### config.mk
export PLATFORM = sky130hd
export DESIGN_NAME = mux_scan_reg_flat
export DESIGN_NICKNAME = d
export VERILOG_FILES = /design/src/rtl/mux_scan_reg_pkg.sv /design/src/rtl/mux_scan_reg_if.sv /design/src/rtl/mux_scan_reg_scan_counter.sv /design/src/rtl/mux_scan_reg.sv /design/src/flat_wrapper.sv
export SDC_FILE = /design/constraint.sdc
export NUM_CORES = 1
export LEC_CHECK = 0
export ABC_AREA = 1
export BUFFER_PORTS_ARGS = -buffer_cell sky130_fd_sc_hd__clkbuf_2
export CORE_ASPECT_RATIO = 1.25
export CORE_UTILIZATION = 54
export DETAILED_ROUTE_END_ITERATION = 7
export PLACE_DENSITY_LB_ADDON = 0.1
export SKIP_CTS_REPAIR_TIMING = 1
export SKIP_LAST_GASP = 1
export SLEW_MARGIN = 20
export SYNTH_ARGS = -nofsm -noshare
export SYNTH_HDL_FRONTEND = slang
export SYNTH_SLANG_ARGS = --single-unit
export TNS_END_PERCENT = 1
### constraint.sdc
create_clock -name clk -period 3.3 [get_ports clk]
set_input_delay 0 -clock clk [delete_from_list [all_inputs] [get_ports clk]]
set_output_delay 0 -clock clk [all_outputs]
set_load 0.005 [all_outputs]
### src/rtl/mux_scan_reg_pkg.sv
// Shared definitions for the registered scan multiplexer.
//   mode_e : operating mode encoding (manual select / auto-scan)
//   clog2  : ceiling log2, usable in parameter/localparam expressions
package mux_scan_reg_pkg;

   typedef enum logic {
      MODE_MANUAL = 1'b0,
      MODE_AUTO   = 1'b1
   } mode_e;

   function automatic int clog2(input int value);
      int r;
      r = 0;
      while ((1 << r) < value) r++;
      return r;
   endfunction

endpackage

### src/rtl/mux_scan_reg_if.sv
// Channel/control bundle for mux_scan_reg.
//   data_in : packed channels, channel k at [k*WIDTH +: WIDTH]
//   sel     : manual channel select
//   mode    : MODE_MANUAL / MODE_AUTO
//   hold    : freeze outputs and scan state
//   y       : registered selected data
//   ch_out  : channel index currently on y
//   valid   : one-cycle new-channel / new-dwell strobe
//   sel_err : registered manual select out-of-range flag
// master = the side driving data/controls, slave = the mux itself.
interface mux_scan_reg_if
   import mux_scan_reg_pkg::*;
#(
   parameter int WIDTH = 4,
   parameter int N_CH  = 4,
   parameter int SEL_W = 2
);
   logic [N_CH*WIDTH-1:0] data_in;
   logic [SEL_W-1:0]      sel;
   mode_e                 mode;
   logic                  hold;
   logic [WIDTH-1:0]      y;
   logic [SEL_W-1:0]      ch_out;
   logic                  valid;
   logic                  sel_err;

   modport master (
      output data_in, sel, mode, hold,
      input  y, ch_out, valid, sel_err
   );

   modport slave (
      input  data_in, sel, mode, hold,
      output y, ch_out, valid, sel_err
   );
endinterface

### src/rtl/mux_scan_reg_scan_counter.sv
// Dwell prescaler plus round-robin channel pointer for auto-scan.
//   clk, reset : clock, synchronous active-high reset
//   en         : count this cycle (auto mode, not held)
//   restart    : force prescaler and pointer back to 0 (entry into auto)
//   ptr        : current channel pointer
//   ptr_next   : pointer value after this edge
//   advance    : pointer steps on this edge
module mux_scan_reg_scan_counter
   import mux_scan_reg_pkg::*;
#(
   parameter int N_CH     = 4,
   parameter int SCAN_DIV = 16,
   parameter int SEL_W    = 2
) (
   input  logic             clk,
   input  logic             reset,
   input  logic             en,
   input  logic             restart,
   output logic [SEL_W-1:0] ptr,
   output logic [SEL_W-1:0] ptr_next,
   output logic             advance
);
   localparam int               PW         = clog2(SCAN_DIV) + 1;
   localparam logic [PW-1:0]    PRESC_LAST = PW'(SCAN_DIV - 1);
   localparam logic [SEL_W-1:0] PTR_LAST   = SEL_W'(N_CH - 1);

   logic [PW-1:0] presc, presc_next;

   always_comb begin
      presc_next = presc;
      ptr_next   = ptr;
      advance    = en && !restart && (presc == PRESC_LAST);
      if (restart) begin
         presc_next = '0;
         ptr_next   = '0;
      end else if (advance) begin
         presc_next = '0;
         ptr_next   = (ptr == PTR_LAST) ? '0 : ptr + SEL_W'(1);
      end else if (en) begin
         presc_next = presc + PW'(1);
      end
   end

   always_ff @(posedge clk) begin
      if (reset) begin
         presc <= '0;
         ptr   <= '0;
      end else begin
         presc <= presc_next;
         ptr   <= ptr_next;
      end
   end

endmodule

### src/rtl/mux_scan_reg.sv
// N-channel registered multiplexer with manual select and auto-scan.
//   clk, reset : clock, synchronous active-high reset (beats hold)
//   bus        : slave side of mux_scan_reg_if (data/controls in,
//                y/ch_out/valid/sel_err out, all registered)
//
// mode_q (last unheld mode) | meaning
// MODE_MANUAL               | y/ch_out follow sel; entering auto restarts scan
// MODE_AUTO                 | y/ch_out follow the scan pointer
module mux_scan_reg
   import mux_scan_reg_pkg::*;
#(
   parameter int WIDTH    = 4,
   parameter int N_CH     = 4,
   parameter int SEL_W    = 2,
   parameter int SCAN_DIV = 16
) (
   input  logic          clk,
   input  logic          reset,
   mux_scan_reg_if.slave bus
);
   logic [WIDTH-1:0] y_q, y_d;
   logic [SEL_W-1:0] ch_q, ch_d;
   logic             valid_q, valid_d;
   logic             err_q, err_d;
   mode_e            mode_q, mode_d;

   logic             auto_now, auto_rise, cnt_en, advance, sel_oob;
   logic [SEL_W-1:0] ptr_next, ptr_unused, mux_idx;
   logic [WIDTH-1:0] mux_data;

   // mode_q only moves on unheld edges, so a mode change during hold is
   // seen as an edge on the first unheld cycle.
   assign auto_now  = (bus.mode == MODE_AUTO);
   assign auto_rise = !bus.hold && auto_now && (mode_q == MODE_MANUAL);
   assign cnt_en    = !bus.hold && auto_now;
   assign sel_oob   = (32'(bus.sel) >= 32'(N_CH));
   assign mux_idx   = auto_now ? ptr_next : bus.sel;

   // ch_out already mirrors the pointer in auto mode; the current value is
   // only needed inside the counter.
   mux_scan_reg_scan_counter #(
      .N_CH     (N_CH),
      .SCAN_DIV (SCAN_DIV),
      .SEL_W    (SEL_W)
   ) u_scan (
      .clk      (clk),
      .reset    (reset),
      .en       (cnt_en),
      .restart  (auto_rise),
      .ptr      (ptr_unused),
      .ptr_next (ptr_next),
      .advance  (advance)
   );

   // Out-of-range indices match no channel and yield zero.
   always_comb begin
      mux_data = '0;
      for (int k = 0; k < N_CH; k++) begin
         if (mux_idx == SEL_W'(k)) mux_data = bus.data_in[k*WIDTH +: WIDTH];
      end
   end

   always_comb begin
      y_d     = y_q;
      ch_d    = ch_q;
      valid_d = 1'b0;
      err_d   = err_q;
      mode_d  = mode_q;
      if (!bus.hold) begin
         mode_d = bus.mode;
         y_d    = mux_data;
         ch_d   = mux_idx;
         if (auto_now) begin
            valid_d = advance || auto_rise;
            err_d   = 1'b0;
         end else begin
            valid_d = (bus.sel != ch_q);
            err_d   = sel_oob;
         end
      end
   end

   always_ff @(posedge clk) begin
      if (reset) begin
         y_q     <= '0;
         ch_q    <= '0;
         valid_q <= 1'b0;
         err_q   <= 1'b0;
         mode_q  <= MODE_MANUAL;
      end else begin
         y_q     <= y_d;
         ch_q    <= ch_d;
         valid_q <= valid_d;
         err_q   <= err_d;
         mode_q  <= mode_d;
      end
   end

   assign bus.y       = y_q;
   assign bus.ch_out  = ch_q;
   assign bus.valid   = valid_q;
   assign bus.sel_err = err_q;

endmodule

### src/flat_wrapper.sv
// flat-port wrapper written by rule: the top's interface ports become plain ports
module mux_scan_reg_flat import mux_scan_reg_pkg::*;
#(
   parameter int WIDTH    = 4,
   parameter int N_CH     = 4,
   parameter int SEL_W    = 2,
   parameter int SCAN_DIV = 16
)
  (clk, reset, bus_data_in, bus_sel, bus_mode, bus_hold, bus_y, bus_ch_out, bus_valid, bus_sel_err);
  mux_scan_reg_if #(.WIDTH(WIDTH), .N_CH(N_CH), .SEL_W(SEL_W)) bus_i ();
  input  logic clk;
  input  logic reset;
  input wire logic [$bits(bus_i.data_in)-1:0] bus_data_in;
  input wire logic [$bits(bus_i.sel)-1:0] bus_sel;
  input wire logic [$bits(bus_i.mode)-1:0] bus_mode;
  input wire logic [$bits(bus_i.hold)-1:0] bus_hold;
  output wire logic [$bits(bus_i.y)-1:0] bus_y;
  output wire logic [$bits(bus_i.ch_out)-1:0] bus_ch_out;
  output wire logic [$bits(bus_i.valid)-1:0] bus_valid;
  output wire logic [$bits(bus_i.sel_err)-1:0] bus_sel_err;
  assign bus_i.data_in = bus_data_in;
  assign bus_i.sel = bus_sel;
  assign bus_i.mode = bus_mode;
  assign bus_i.hold = bus_hold;
  assign bus_y = bus_i.y;
  assign bus_ch_out = bus_i.ch_out;
  assign bus_valid = bus_i.valid;
  assign bus_sel_err = bus_i.sel_err;
  mux_scan_reg #(.WIDTH(WIDTH), .N_CH(N_CH), .SEL_W(SEL_W), .SCAN_DIV(SCAN_DIV)) u_core (.clk(clk), .reset(reset), .bus(bus_i));
endmodule
# Word level (Yosys, flattened, before mapping)
# Cells that the tools add are included.
[totals] ff_bits=15 input_bits=22
[classes] add_sub_neg=2 n_eq_ne=6 muxes=9 n_bitwise=1 n_reduce_logical=10
[op_table] operator="two-way mux 4 bit" n=4
[op_table] operator="two-way mux 2 bit" n=4
[op_table] operator="equality test 2 bit (second input constant)" n=3
[op_table] operator="adder 5 x 1 -> 5 bit (second input constant)" n=1
[op_table] operator="equality test 5 x 4 -> 1 bit (second input constant)" n=1
[op_table] operator="logical AND 1 bit" n=4
[op_table] operator="OR reduction 3 bit" n=1
[op_table] operator="adder 2 x 1 -> 2 bit (second input constant)" n=1
[op_table] operator="equality test 2 x 1 -> 1 bit (second input constant)" n=1
[op_table] operator="logical NOT 1 bit" n=2
[op_table] operator="logical NOT 2 bit" n=1
[op_table] operator="inequality test 2 bit" n=1
[op_table] operator="OR reduction 2 bit" n=1
[op_table] operator="logical OR 1 bit" n=1
[op_table] operator="two-way mux 1 bit" n=1
[op_table] operator="inverter 1 bit" n=1

# Logic depth before layout (Yosys ltp)
[logic_depth] depth_word=14 ltp_mapped=15 depth_no_buf=15

# Hierarchy
# From an unflattened synthesis, not the netlist that was laid out.
[hier_totals] cells_unflattened=141 hier_area_um2=943.4
[by_module_without_submodules] mod="mux_scan_reg" instances=1 cells_per_inst=88 area_per_inst_um2=535.5
[by_module_without_submodules] mod="mux_scan_reg_scan_counter" instances=1 cells_per_inst=53 area_per_inst_um2=407.9

# Worst setup path after synthesis
# OpenSTA, ideal clock, no wires.
[synth_path] path_type="register to register" start="reg u_core.u_scan.presc[0]" end="reg u_core.y_q[0], in the netlist u_core.bus.y[0]" setup_ps=117 t_arrival_ps=1531 setup_slack_ps=1652 path_stages_with_launch=16 n_path_buf=0 period_less_slack_ps=1648 path_cell_list="dfxtp_1 -> ha_1 -> nand2_1 -> nor2_1 -> ha_1 -> nand2_2 -> inv_2 -> nand2_4 -> nand2_2 -> nand3_2 -> nand2_2 -> nand2_4 -> nand3_1 -> nand3_1 -> nor2_1 -> nor2_1"
[synth_between] elab_chain_cells=10 word_cells_on_any_way=13 cone_classes="4 x eq/ne; 7 x mux; 2 x reduce/logical"
[synth_lines] item="start: declaration" line_no="mux_scan_reg_scan_counter.sv:27" text="logic [PW-1:0] presc, presc_next;"
[synth_lines] item="start signal: assignment" line_no="mux_scan_reg_scan_counter.sv:49" text="presc <= presc_next;"
[synth_lines] item="equality test 5 x 4 -> 1 bit (*)" line_no="mux_scan_reg_scan_counter.sv:32" text="advance = en && !restart && (presc == PRESC_LAST);"
[synth_lines] item="logical AND 1 bit (*)" line_no="mux_scan_reg_scan_counter.sv:32"
[synth_lines] item="two-way mux 2 bit (*)" line_no="mux_scan_reg_scan_counter.sv:36" text="end else if (advance) begin"
[synth_lines] item="two-way mux 2 bit (*)" line_no="mux_scan_reg_scan_counter.sv:33" text="if (restart) begin"
[synth_lines] item="two-way mux 2 bit (*)" line_no="mux_scan_reg.sv:37" text="assign mux_idx = auto_now ? ptr_next : bus.sel;"
[synth_lines] item="logical NOT 2 bit" line_no="mux_scan_reg.sv:59" text="if (mux_idx == SEL_W'(k)) mux_data = bus.data_in[k*WIDTH +: WIDTH];"
[synth_lines] item="two-way mux 4 bit (3 in a row)" line_no="mux_scan_reg.sv:59"
[synth_lines] item="two-way mux 4 bit (*)" line_no="mux_scan_reg.sv:59"
[synth_lines] item="end signal: assignment" line_no="mux_scan_reg.sv:91" text="y_q <= y_d;"
[synth_lines] item="end: declaration" line_no="mux_scan_reg.sv:21" text="logic [WIDTH-1:0] y_q, y_d;"
# Mark *: on every way between the ends. The rest lies on a longest branch, timed or not.
# A chain may end at the register's enable or synchronous reset.

# Worst setup path in the final report
# Ends and elaborated chain as after synthesis.

==> results.md <==
* Clk sink count at 15
* Final Setup Violations at 0
* Buffers on Ports at 28
* GRT Resource Usage Total at 0.245
* R2R Setup Slk at between 1 and 1.5 ns
* Met3 Use GR at 0.0398
* Largest net degree at the start of global routing at 11
* WL per Instance at around 11 µm
* Share of cells above drive strength 1 at 0.325
* Post-synthesis compound-gate area fraction at 0.0758
* Setup slack at placement at around 1.4 ns
* Max_cap viols at 0
* Clock Latency Late Sink at between 0.2 and 0.3 ns
* Delay-heaviest family, CP: simple AND/OR/NAND/NOR gates
* CP cell instances: ha_1 > nand2_1 > nor2_1 > ha_1 > nand2_2 > inv_2 > nand2_4 > nand2_2 > nand3_2 > nand2_2 > nand2_4 > nand3_1 > nand3_1 > nor2_1 > nor2_1
* PwrDens at about 320 nW/µm²
* Initial antenna violation count at 0
* XOR/XNOR Fraction of Synth Area at 0.0174
* Commonest non-fill, non-tap cell in the layout: clkbuf_2
* Vias in the first global route at between 900 and 1000
* Post-synth top flop: dfxtp_1
* H-tree depth at 1
* Leak at about 0.58 nW
* Worst setup SP type: flop
* Most frequent cells in the layout: 28 x clkbuf_2, 24 x nand3_1, 21 x nand2_1
* Routing usage on met2 at 0.429
* Routed vias at 960
* Worst Skew at between 0.004 and 0.005 ns
* Syn_nets at around 160
* Synthesized area at just over 1000 µm²
* Maximum root-to-sink buffer count at 2
* Area Overhead vs Synth at 16.0%
* Crit Path Max Fanout at 8
* Root buffer cell: clkbuf_4
* RD Place Congestion at 0.819
* GRT met1 Usage at 0.298
* RSZ-0062 raised after global routing: false
* Pins Over Slew Limit at 0
* Area of the core at roughly 1800 µm²
* Die Area at just over 2000 µm²
* Placed cell area at between 1000 and 1500 µm²
* Critical Path Slowest Stage Cell: dfxtp_1
* Cells on Worst Hold Path at 5
* Hold WS at 0.0693 ns
* Post-DR vias/cell at slightly above 5
* Nets at between 150 and 200
* Routed wire length at roughly 2100 µm
* Post-synth ARST share at 0
* Global route total overflow at 0
* Hold wc startpoint: bus_data_in[15]
* FMAX at about 530 MHz
* DRT iter0 DRCs at 14
* Post-route ant nets at 0
* Chip width at ~41 µm
* Synth Instances at 136
* Netlist cell types at 25
* Reg2Reg Capture Point: u_core.bus.y[0]
* Status: finished, final reports clean
* Busiest grt layer: met2
* DP HPWL at 1660 µm
* Mux share of post-synthesis cell area at 0
* Post-synthesis adder-cell area fraction at 0.0373
* Seq cells post-synth at 15
* Num rows at 17
* Num CTS Buffers at 3
* Worst EP required at 3.47 ns
* Die Y at a little over 50 µm
* Final worst slack at around 1.4 ns
* Final Cycle Share at 0.571
* Fin crit period at approximately 1.9 ns
* WP buf/inv at 1
* Post-synthesis sequential area ratio at 0.298
* First-pass GRT wire length at around 3700 µm
* I/O Pins at 30
* FF-to-FF path depth at 15
* Largest family of logic cells by synthesized area: simple AND/OR/NAND/NOR gates
* Critical path class: reg2reg
* Fin area at between 1000 and 1500 µm²
* Final hold violation count at 0
* DRC Markers at 0
* Worst hold path type: in2reg
* CTS tree: built
* Worst setup EP type: flop
* Slowest stage delay, CP at 0.37 ns
* VDD IR max at approximately 0.21 mV
* Post-Synth Simple-Gate Area at 0.461
* Antenna Cells at 0
* Post-synth EDFFs at 0
* Crit path DAT at about 2.1 ns
* DR pass1 iterations at 4
* Warnings, synthesis at 0
* Clk pin slew, worst setup/hold paths at ~0.090 ns
* Initial cell density of the core at 0.571
* Worst r2r src: u_core.u_scan.presc[0]
* Final TNS setup at 0 ns
* Avg Cell Area, Syn at approximately 7.4 µm²
* Hold Path Sink: u_core.bus.y[3]
-- cell type report --
| class | instances | area [µm²] |
|---|---|---|
| Multi-Input combinational cell | 103 | 599 |
| Fill cell | 178 | 597 |
| Sequential cell | 15 | 300 |
| Timing Repair Buffer | 29 | 150 |
| Inverter | 15 | 68.8 |
| Clock buffer | 4 | 26.3 |
| Tap cell | 19 | 23.8 |
-- flip-flops by register name (all words and copies together), names as in the netlist --
name,cells
u_core.u_scan.presc,5
u_core.bus.y,4
u_core.bus.ch_out,2
u_core.u_scan.ptr,2
u_core.bus.valid,1
u_core.mode_q,1
-- report_power, final --
| group | internal [mW] | total [mW] | switching, mW |
|---|---|---|---|
| logic | 0.0321 | 0.0777 | 0.0456 |
| clock network | 0.0467 | 0.103 | 0.0559 |
| registers | 0.189 | 0.194 | 0.00528 |
| total | 0.268 | 0.374 | 0.107 |
-- worst register-to-register path: stages, from the launching register on --
cell,delay (ns)
dfxtp_1,0.37
ha_1,0.17
nand2_1,0.05
nor2_1,0.10
ha_1,0.18
nand2_2,0.09
inv_2,0.11
nand2_4,0.08
nand2_2,0.07
nand3_2,0.07
nand2_2,0.08
nand2_4,0.08
nand3_1,0.08
nand3_1,0.09
nor2_1,0.11
nor2_1,0.06
-- how the worst max path moves through the flow --
stage	end	depth (start not counted)	slack (ns)	from
5_1_grt	u_core.bus.y[0]	15	1.26	u_core.u_scan.presc[0]
3_5_place_dp	u_core.bus.y[2]	15	1.43	u_core.u_scan.presc[0]
3_3_place_gp	u_core.bus.y[2]	15	1.52	u_core.u_scan.presc[0]
4_1_cts	u_core.bus.y[0]	15	1.41	u_core.u_scan.presc[0]
2_1_floorplan	u_core.bus.y[0]	15	1.65	u_core.u_scan.presc[0]
6_report	u_core.bus.y[0]	15	1.42	u_core.u_scan.presc[0]
-- metal layers --
metal	part of all wire	wire length, µm
met5	0	0
met4	0.0073	15
met3	0.046	94
met2	0.52	1080
met1	0.42	873
-- kinds of logic (layout without fill, tap and decap cells) --
| kind of cell | Yosys count | after routing |
|---|---|---|
| and+or+nand+nor | 84 | 84 |
| buffers and inverters | 18 | 48 |
| DFF | 15 | 15 |
| AOI/OAI and AO/OA | 13 | 13 |
| adders and majority gates | 3 | 3 |
| xor gates and xnor gates | 2 | 2 |
| other | 1 | 1 |
-- through the flow --
step	total power [mW]	utilization	std cells
floorplan	0.251	-	136
global placement	0.273	0.641	180
detailed placement	0.274	0.641	180
CTS	0.375	0.656	184
global route	0.396	0.662	185
finish	0.374	0.662	185
-- cell usage after synthesis, types with 2 or more instances --
master / n / share of area
nand3_2: 3 / 0.030
nand3_1: 24 / 0.12
ha_1: 3 / 0.037
nor2_1: 16 / 0.060
nand2_2: 6 / 0.037
inv_1: 12 / 0.045
a21oi_1: 6 / 0.030
nand2_1: 21 / 0.078
nand2_4: 7 / 0.078
o21ai_0: 6 / 0.030
nor3_1: 3 / 0.015
xor2_1: 2 / 0.017
dfxtp_1: 15 / 0.30
Power figures use the tool's default switching activity.
